`src/rtl/atm_bank_responder.sv`:
```
// Bank-side ATM responder: PIN and lockout checks, balance updates, and a
// shared history ring streamed newest-first as a per-account mini statement.
module atm_bank_responder #(
  parameter int unsigned NUM_ACCTS  = 4,
  parameter int unsigned PIN_BASE   = 1234,
  parameter logic [7:0]  INIT_BAL   = 8'd200,
  parameter int unsigned HIST_DEPTH = 4,
  parameter int unsigned MAX_TRIES  = 3,
  localparam int unsigned AW = (NUM_ACCTS > 1) ? $clog2(NUM_ACCTS) : 1
) (
  input  logic          clk,
  input  logic          rst,
  input  logic          req_valid,
  output logic          req_ready,
  input  logic [AW-1:0] req_acct,
  input  logic [15:0]   req_pin,
  input  logic [1:0]    req_op,
  input  logic [7:0]    req_amount,
  output logic          rsp_valid,
  input  logic          rsp_ready,
  output logic [2:0]    rsp_status,
  output logic [7:0]    rsp_old_balance,
  output logic [7:0]    rsp_new_balance,
  output logic          rsp_last
);

  localparam int unsigned PW = (HIST_DEPTH > 1) ? $clog2(HIST_DEPTH) : 1;
  localparam int unsigned CW = $clog2(HIST_DEPTH + 1);
  localparam int unsigned FW = $clog2(MAX_TRIES + 1);

  localparam logic [2:0] ST_OK           = 3'd0;
  localparam logic [2:0] ST_BAD_PIN      = 3'd1;
  localparam logic [2:0] ST_LOCKED       = 3'd2;
  localparam logic [2:0] ST_INSUFFICIENT = 3'd3;
  localparam logic [2:0] ST_OVERFLOW     = 3'd4;
  localparam logic [2:0] ST_BAD_ACCT     = 3'd5;
  localparam logic [2:0] ST_NO_HISTORY   = 3'd6;

  localparam logic [1:0] OP_WITHDRAW = 2'd1;
  localparam logic [1:0] OP_DEPOSIT  = 2'd2;
  localparam logic [1:0] OP_MINI     = 2'd3;

  typedef enum logic [2:0] {IDLE, EXEC, RESP, SCAN, STREAM} state_t;

  state_t state, state_nxt;

  logic [AW-1:0] lat_acct;
  logic [15:0]   lat_pin;
  logic [1:0]    lat_op;
  logic [7:0]    lat_amount;

  logic [7:0]           bal      [NUM_ACCTS];
  logic [FW-1:0]        fail_cnt [NUM_ACCTS];
  logic [NUM_ACCTS-1:0] lock;

  logic [AW-1:0] hist_acct [HIST_DEPTH];
  logic [7:0]    hist_old  [HIST_DEPTH];
  logic [7:0]    hist_new  [HIST_DEPTH];
  logic [PW-1:0] wr_ptr;
  logic [CW-1:0] hist_cnt;
  logic [CW-1:0] scan_idx;

  logic          bad_acct, pin_ok;
  logic [7:0]    cur_bal;
  logic [8:0]    sum9;
  logic [FW-1:0] fail_nxt;
  logic [2:0]    ex_status;
  logic [7:0]    ex_old, ex_new;
  logic          ex_commit, fail_inc, fail_clr;
  logic [PW-1:0] cur_pos;
  logic          scan_done, cur_match, more_match;

  // Ring slot holding the k-th newest entry (k = 0 is the most recent write).
  function automatic logic [PW-1:0] ring_pos(input logic [PW-1:0] wp, input int unsigned k);
    int unsigned p;
    p = (32'(wp) + 2 * HIST_DEPTH - 1 - k) % HIST_DEPTH;
    return PW'(p);
  endfunction

  assign req_ready = (state == IDLE);
  assign bad_acct  = (32'(lat_acct) >= NUM_ACCTS);
  assign pin_ok    = (lat_pin == 16'(PIN_BASE + 32'(lat_acct)));
  assign cur_bal   = bad_acct ? '0 : bal[lat_acct];
  assign sum9      = {1'b0, cur_bal} + {1'b0, lat_amount};
  assign fail_nxt  = fail_cnt[lat_acct] + 1'b1;
  assign cur_pos   = ring_pos(wr_ptr, 32'(scan_idx));
  assign scan_done = (scan_idx >= hist_cnt);
  assign cur_match = !scan_done && (hist_acct[cur_pos] == lat_acct);

  // Lookahead so the final matching beat can carry rsp_last.
  always_comb begin
    more_match = 1'b0;
    for (int unsigned k = 0; k < HIST_DEPTH; k++) begin
      if (k > 32'(scan_idx) && k < 32'(hist_cnt) && hist_acct[ring_pos(wr_ptr, k)] == lat_acct)
        more_match = 1'b1;
    end
  end

  always_comb begin
    state_nxt = state;
    ex_status = ST_OK;
    ex_old    = cur_bal;
    ex_new    = cur_bal;
    ex_commit = 1'b0;
    fail_inc  = 1'b0;
    fail_clr  = 1'b0;
    case (state)
      IDLE: if (req_valid) state_nxt = EXEC;
      EXEC: begin
        state_nxt = RESP;
        if (bad_acct) begin
          ex_status = ST_BAD_ACCT;
          ex_old    = '0;
          ex_new    = '0;
        end else if (lock[lat_acct]) begin
          ex_status = ST_LOCKED;
        end else if (!pin_ok) begin
          ex_status = ST_BAD_PIN;
          fail_inc  = 1'b1;
        end else begin
          fail_clr = 1'b1;
          case (lat_op)
            OP_WITHDRAW: begin
              if (lat_amount > cur_bal) ex_status = ST_INSUFFICIENT;
              else begin
                ex_new    = cur_bal - lat_amount;
                ex_commit = 1'b1;
              end
            end
            OP_DEPOSIT: begin
              if (sum9[8]) ex_status = ST_OVERFLOW;
              else begin
                ex_new    = sum9[7:0];
                ex_commit = 1'b1;
              end
            end
            OP_MINI: state_nxt = SCAN;
            default: ;
          endcase
        end
      end
      RESP:   if (rsp_valid && rsp_ready) state_nxt = IDLE;
      SCAN: begin
        if (scan_done)      state_nxt = RESP;
        else if (cur_match) state_nxt = STREAM;
      end
      STREAM: if (rsp_valid && rsp_ready) state_nxt = rsp_last ? IDLE : SCAN;
      default: state_nxt = IDLE;
    endcase
  end

  always_ff @(posedge clk) begin
    if (rst) begin
      state           <= IDLE;
      rsp_valid       <= 1'b0;
      rsp_last        <= 1'b0;
      rsp_status      <= '0;
      rsp_old_balance <= '0;
      rsp_new_balance <= '0;
      lat_acct        <= '0;
      lat_pin         <= '0;
      lat_op          <= '0;
      lat_amount      <= '0;
      lock            <= '0;
      wr_ptr          <= '0;
      hist_cnt        <= '0;
      scan_idx        <= '0;
      for (int unsigned i = 0; i < NUM_ACCTS; i++) begin
        bal[i]      <= INIT_BAL;
        fail_cnt[i] <= '0;
      end
    end else begin
      state <= state_nxt;
      case (state)
        IDLE: begin
          if (req_valid) begin
            lat_acct   <= req_acct;
            lat_pin    <= req_pin;
            lat_op     <= req_op;
            lat_amount <= req_amount;
          end
        end
        EXEC: begin
          // Result is parked here; rsp_valid rises one cycle later in RESP.
          rsp_status      <= ex_status;
          rsp_old_balance <= ex_old;
          rsp_new_balance <= ex_new;
          rsp_last        <= 1'b1;
          scan_idx        <= '0;
          if (fail_inc) begin
            fail_cnt[lat_acct] <= fail_nxt;
            if (fail_nxt >= FW'(MAX_TRIES)) lock[lat_acct] <= 1'b1;
          end
          if (fail_clr) fail_cnt[lat_acct] <= '0;
          if (ex_commit) begin
            bal[lat_acct]     <= ex_new;
            hist_acct[wr_ptr] <= lat_acct;
            hist_old[wr_ptr]  <= cur_bal;
            hist_new[wr_ptr]  <= ex_new;
            wr_ptr            <= (wr_ptr == PW'(HIST_DEPTH - 1)) ? '0 : wr_ptr + 1'b1;
            if (hist_cnt != CW'(HIST_DEPTH)) hist_cnt <= hist_cnt + 1'b1;
          end
        end
        RESP: begin
          if (!rsp_valid) rsp_valid <= 1'b1;
          else if (rsp_ready) begin
            rsp_valid <= 1'b0;
            rsp_last  <= 1'b0;
          end
        end
        SCAN: begin
          if (scan_done) begin
            rsp_status      <= ST_NO_HISTORY;
            rsp_old_balance <= cur_bal;
            rsp_new_balance <= cur_bal;
            rsp_last        <= 1'b1;
            rsp_valid       <= 1'b1;
          end else if (cur_match) begin
            rsp_status      <= ST_OK;
            rsp_old_balance <= hist_old[cur_pos];
            rsp_new_balance <= hist_new[cur_pos];
            rsp_last        <= !more_match;
            rsp_valid       <= 1'b1;
          end else begin
            scan_idx <= scan_idx + 1'b1;
          end
        end
        STREAM: begin
          if (rsp_valid && rsp_ready) begin
            rsp_valid <= 1'b0;
            if (rsp_last) rsp_last <= 1'b0;
            else          scan_idx <= scan_idx + 1'b1;
          end
        end
        default: ;
      endcase
    end
  end

endmodule

```
`config.mk`:
```
export PLATFORM = sky130hd
export DESIGN_NAME = atm_bank_responder
export DESIGN_NICKNAME = d
export VERILOG_FILES = /design/src/rtl/atm_bank_responder.sv
export SDC_FILE = /design/constraint.sdc
export NUM_CORES = 1
export LEC_CHECK = 0
export CORE_MARGIN = 1.5
export CORE_UTILIZATION = 43
export CTS_CLUSTER_SIZE = 24
export DETAILED_ROUTE_END_ITERATION = 16
export SKIP_LAST_GASP = 1
export SYNTH_ARGS = -nofsm -noshare
export SYNTH_HDL_FRONTEND = slang
export SYNTH_SLANG_ARGS = --single-unit
```
`constraint.sdc`:
```
create_clock -name clk -period 4.3 [get_ports clk]
set_input_delay 0.645 -clock clk [delete_from_list [all_inputs] [get_ports clk]]
set_output_delay 0.645 -clock clk [all_outputs]
set_load 0.005 [all_outputs]
```
==> results by group <==
Clocking
  – CTS clk-pin slew, worst paths: 0.07 ns
  – Maximum count of clock buffers along a single path: 2
  – Hold-fix buffer count after cts: 0
  – Cell at the root of the clock tree: sky130_fd_sc_hd__clkbuf_16
  – Number of CTS-inserted buffers: 17
  – Total number of H-tree levels: 4
  – Clk sink count: 178
  – Post-CTS setup buffer count: 0
  – Clock tree from TritonCTS: built
  – Total of cells resized after clock tree synthesis: 0
  – Clock latency at the later pin of the worst-skew pair: 0.43 ns

Route
  – Drc violations: 0
  – Initial drt markers: 617
  – Final routed wire length divided by cell count: 20.5 um
  – Post-route ant nets: 0
  – Via count: 6563
  – Drt pass-1 iters: 5
  – Final routed wirelength across all metal layers: 23200 um
  – DR vias/cell: 5.80

Timing
  – Max-slew violation total from the final report: 0
  – Worst Skew: 0.0133 ns
  – Post-route minimum period: 4.03 ns
  – Transition time of the tightest slew-check pin: 1.10 ns
  – Final setup slack of the worst path: 0.266 ns
  – Worst-case headroom to the max-slew limit: 26.7%
  – Final critical-path share of the clock period: 93.8%
  – RSZ-0062 raised after global routing: yes
  – Worst hold slack after final layout: 0.455 ns
  – Highest attainable clock frequency: 248 MHz
  – Final setup violation count: 0
  – Count of endpoints failing hold in the final timing report: 0

Worst hold path
  – Path category of the worst min-delay check: reg -> reg

Logic synthesis
  – Leading cell types by total area after synthesis: sky130_fd_sc_hd__edfxtp_1, sky130_fd_sc_hd__dfxtp_1, sky130_fd_sc_hd__mux4_2, sky130_fd_sc_hd__nand2_1, sky130_fd_sc_hd__ha_1
  – Register bit total from synthesis: 178
  – Area share of the largest cell type after synthesis: 38.0%
  – Post-Syn Instances: 791
  – Post-synthesis average cell area: 11.2 sq um
  – Fraction of the yosys area taken by sequential cells: 53.0%
  – Post-synth EDFFs: 112
  – Distinct cell type count after synthesis: 78
  – Top post-synthesis cells by count: sky130_fd_sc_hd__nand2_1, sky130_fd_sc_hd__edfxtp_1, sky130_fd_sc_hd__nor2_1, sky130_fd_sc_hd__dfxtp_1, sky130_fd_sc_hd__a21oi_1
  – Main synth FF type: sky130_fd_sc_hd__edfxtp_1
  – FFs w/ async S/R, synth: 0%
  – Leading cell type by number of instances after synthesis: sky130_fd_sc_hd__nand2_1
  – Yosys warns: 0
  – Cell area after technology mapping: 8840 sq um
  – Most area-hungry cell type in the Yosys netlist: sky130_fd_sc_hd__edfxtp_1
  – Total nets after synthesis: 857

Placement
  – Final estimated routing congestion in global placement: 0.893
  – Placed wire-length estimate after detailed placement: 16400 um
  – Port bufs: 53
  – Setup Slack @ Placement: 0.239 ns

Worst setup path
  – Max stage delay cell, worst path: sky130_fd_sc_hd__mux4_2
  – Critical-path maximum fanout: 10
  – Register-to-register setup slack: 0.27 ns
  – Category of cells accounting for the largest share of critical-path delay: compound AO/OA/AOI/OAI gates
  – Cells on worst reg2reg path: 9
  – Startpoint type of the worst setup path: register
  – Crit path depth: 9
  – CP endpoint: hist_new[0][2]
  – Chain of cells forming the critical path: buf_4, mux4_2, fa_1, nor2b_1, o211ai_1, a311oi_1, or3_1, a21oi_1, inv_1
  – Critical path class: reg -> reg
  – CP required: 4.45 ns
  – Number of buffer and inverter instances along the worst setup path: 2
  – Endpoint of the lowest-slack register-to-register path: hist_new[0][2]
  – Crit path largest cell delay: 0.65 ns
  – Data arrival time of the critical path: 4.18 ns
  – CP Capture Type: register

Power
  – Portion of total power attributed to the clock network: 34.6%
  – Reported net switching power: 1.21 mW
  – Highest ir drop seen on vdd: 0.000300 V
  – Leakage: 3.54 nW
  – Power Dens Cells: 406 nW/um^2
  – Sw Ratio: 28.9%
  – Internal power summed over all cells: 2.99 mW
  – Seq pwr share: 46.9%
  – Proportion of power drawn by combinational gates: 18.4%

Die
  – Io pins: 54
  – Area of the die: 21400 sq um
  – Number of standard-cell rows in the floorplan: 52
  – Effective utilization at floorplan: 43.7%
  – Die Wd: 146 um
  – Height of the die: 146 um
  – Floorplan core area: 20200 sq um

Layout
  – Net count of the finished layout: 914
  – Number of antenna diodes: 0
  – Fraction of final layout cells with drive strength greater than 1: 13.4%
  – Layout overhead on the synthesized area: 16.9%
  – Final cell utilization of the core: 51.1%
  – Fill cells: 1810

Global routing
  – Maximum number of pins on one net before global-route repair: 37
  – Vias in the first global route: 6475
  – Global-route wire length before repair: 36300 um
  – Global-route congestion overflow total: 0
  – Global-route usage over all layers: 22.5%
  – Antenna violations before repair: 1

Run
  – Max-cap check violation count: 0

Status
  – Status: completed
==> placed cells by master (no fill, tap or decap), types with 6 or more instances in the layout <==
cell | netlist | final
sky130_fd_sc_hd__a211oi_1 | 17 | 17
sky130_fd_sc_hd__buf_4 | 0 | 23
sky130_fd_sc_hd__mux4_2 | 33 | 33
sky130_fd_sc_hd__nor2b_1 | 6 | 6
sky130_fd_sc_hd__nor2_1 | 75 | 75
sky130_fd_sc_hd__clkdlybuf4s50_1 | 0 | 52
sky130_fd_sc_hd__o21ai_0 | 15 | 15
sky130_fd_sc_hd__ha_1 | 32 | 31
sky130_fd_sc_hd__a311oi_1 | 8 | 8
sky130_fd_sc_hd__mux2i_1 | 11 | 11
sky130_fd_sc_hd__nand3_1 | 13 | 13
sky130_fd_sc_hd__nand2b_1 | 8 | 8
sky130_fd_sc_hd__inv_1 | 36 | 36
sky130_fd_sc_hd__and2_1 | 14 | 10
sky130_fd_sc_hd__xnor2_1 | 9 | 9
sky130_fd_sc_hd__nor3_1 | 16 | 16
sky130_fd_sc_hd__dfxtp_1 | 66 | 66
sky130_fd_sc_hd__a21oi_1 | 57 | 57
sky130_fd_sc_hd__edfxtp_1 | 112 | 112
sky130_fd_sc_hd__clkbuf_16 | 0 | 17
sky130_fd_sc_hd__nand2_1 | 117 | 117
==> cells by family after synthesis <==
kind of cell               after synthesis  share of synthesized area, %
and+or+nand+nor                        281                          14.6
DFF                                    178                          53.0
AOI/OAI and AO/OA                      164                          12.9
buffers and inverters                   78                          3.54
muxes                                   44                          9.65
adders and majority gates               34                          4.98
xor gates and xnor gates                12                          1.34
==> routing by layer <==
metal / vias to the layer above / track usage (%) / part of all wire [%]
met5: - / 0 / 0.043
li1: 3042 / - / -
met3: 38 / 3.53 / 5.2
met4: 2 / 8.74 / 2.8
met2: 213 / 37.2 / 48
met1: 3268 / 29.8 / 44
==> per-stage QoR <==
step / instance area (sq um) / total power, mW / instances / TNS, ns
2_1_floorplan: 8850 / 2.48 / 791 / 0
3_3_place_gp: 9790 / 2.76 / 1099 / 0
3_5_place_dp: 9790 / 2.78 / 1099 / 0
4_1_cts: 10300 / 4.23 / 1131 / 0
5_1_grt: 10300 / 4.38 / 1131 / -0.107
6_report: 10300 / 4.20 / 1131 / 0
==> flip-flops by register name, summed over array words and instances, names as in the netlist, 4 cells and up, named ones only <==
| register | cells |
|---|---|
| hist_new | 32 |
| bal | 32 |
| rsp_old_balance | 8 |
| lat_pin | 16 |
| lock | 4 |
| fail_cnt | 8 |
| rsp_new_balance | 8 |
| hist_acct | 8 |
| hist_old | 32 |
| lat_amount | 8 |
==> worst min path at each step <==
stage | to | slack (ns) | startpoint | cells past startpoint
after floorplan | lat_pin[6] | 0.43 | lat_pin[6] | 2
after global placement | lat_pin[6] | 0.44 | lat_pin[6] | 2
after detailed placement | lat_pin[12] | 0.45 | lat_pin[12] | 2
after CTS | lat_pin[12] | 0.46 | lat_pin[12] | 2
after global routing | lat_pin[12] | 0.49 | lat_pin[12] | 2
final | lat_pin[11] | 0.46 | lat_pin[11] | 2
==> final cells by class <==
cell class / instances / area, sq um / share of cell area (%)
Timing Repair Buffer: 80 / 778 / 7.53
Inverter: 36 / 135 / 1.31
Sequential cell: 178 / 4680 / 45.3
Clock inverter: 15 / 123 / 1.19
Multi-Input combinational cell: 535 / 3850 / 37.3
Clock buffer: 17 / 425 / 4.12
Tap cell: 270 / 338 / 3.27
==> worst reg2reg max path, delay by kind of cell (launching register included) <==
family | cells | cell delay, ns
AOI/OAI and AO/OA | 3 | 0.91
adders and majority gates | 1 | 0.48
buffers and inverters | 2 | 0.41
DFF | 1 | 0.49
muxes | 1 | 0.66
and+or+nand+nor | 2 | 0.81
==> power groups by stage <==
| stage | Clock [mW] | Sequential, mW | Combinational (mW) |
|---|---|---|---|
| floorplan | 0 | 1.98 | 0.496 |
| global placement | 0 | 2.01 | 0.755 |
| detailed placement | 0 | 2.01 | 0.768 |
| CTS | 1.48 | 1.97 | 0.774 |
| global route | 1.55 | 1.98 | 0.846 |
| finish | 1.45 | 1.97 | 0.775 |
(Power assumes the default switching activity.)
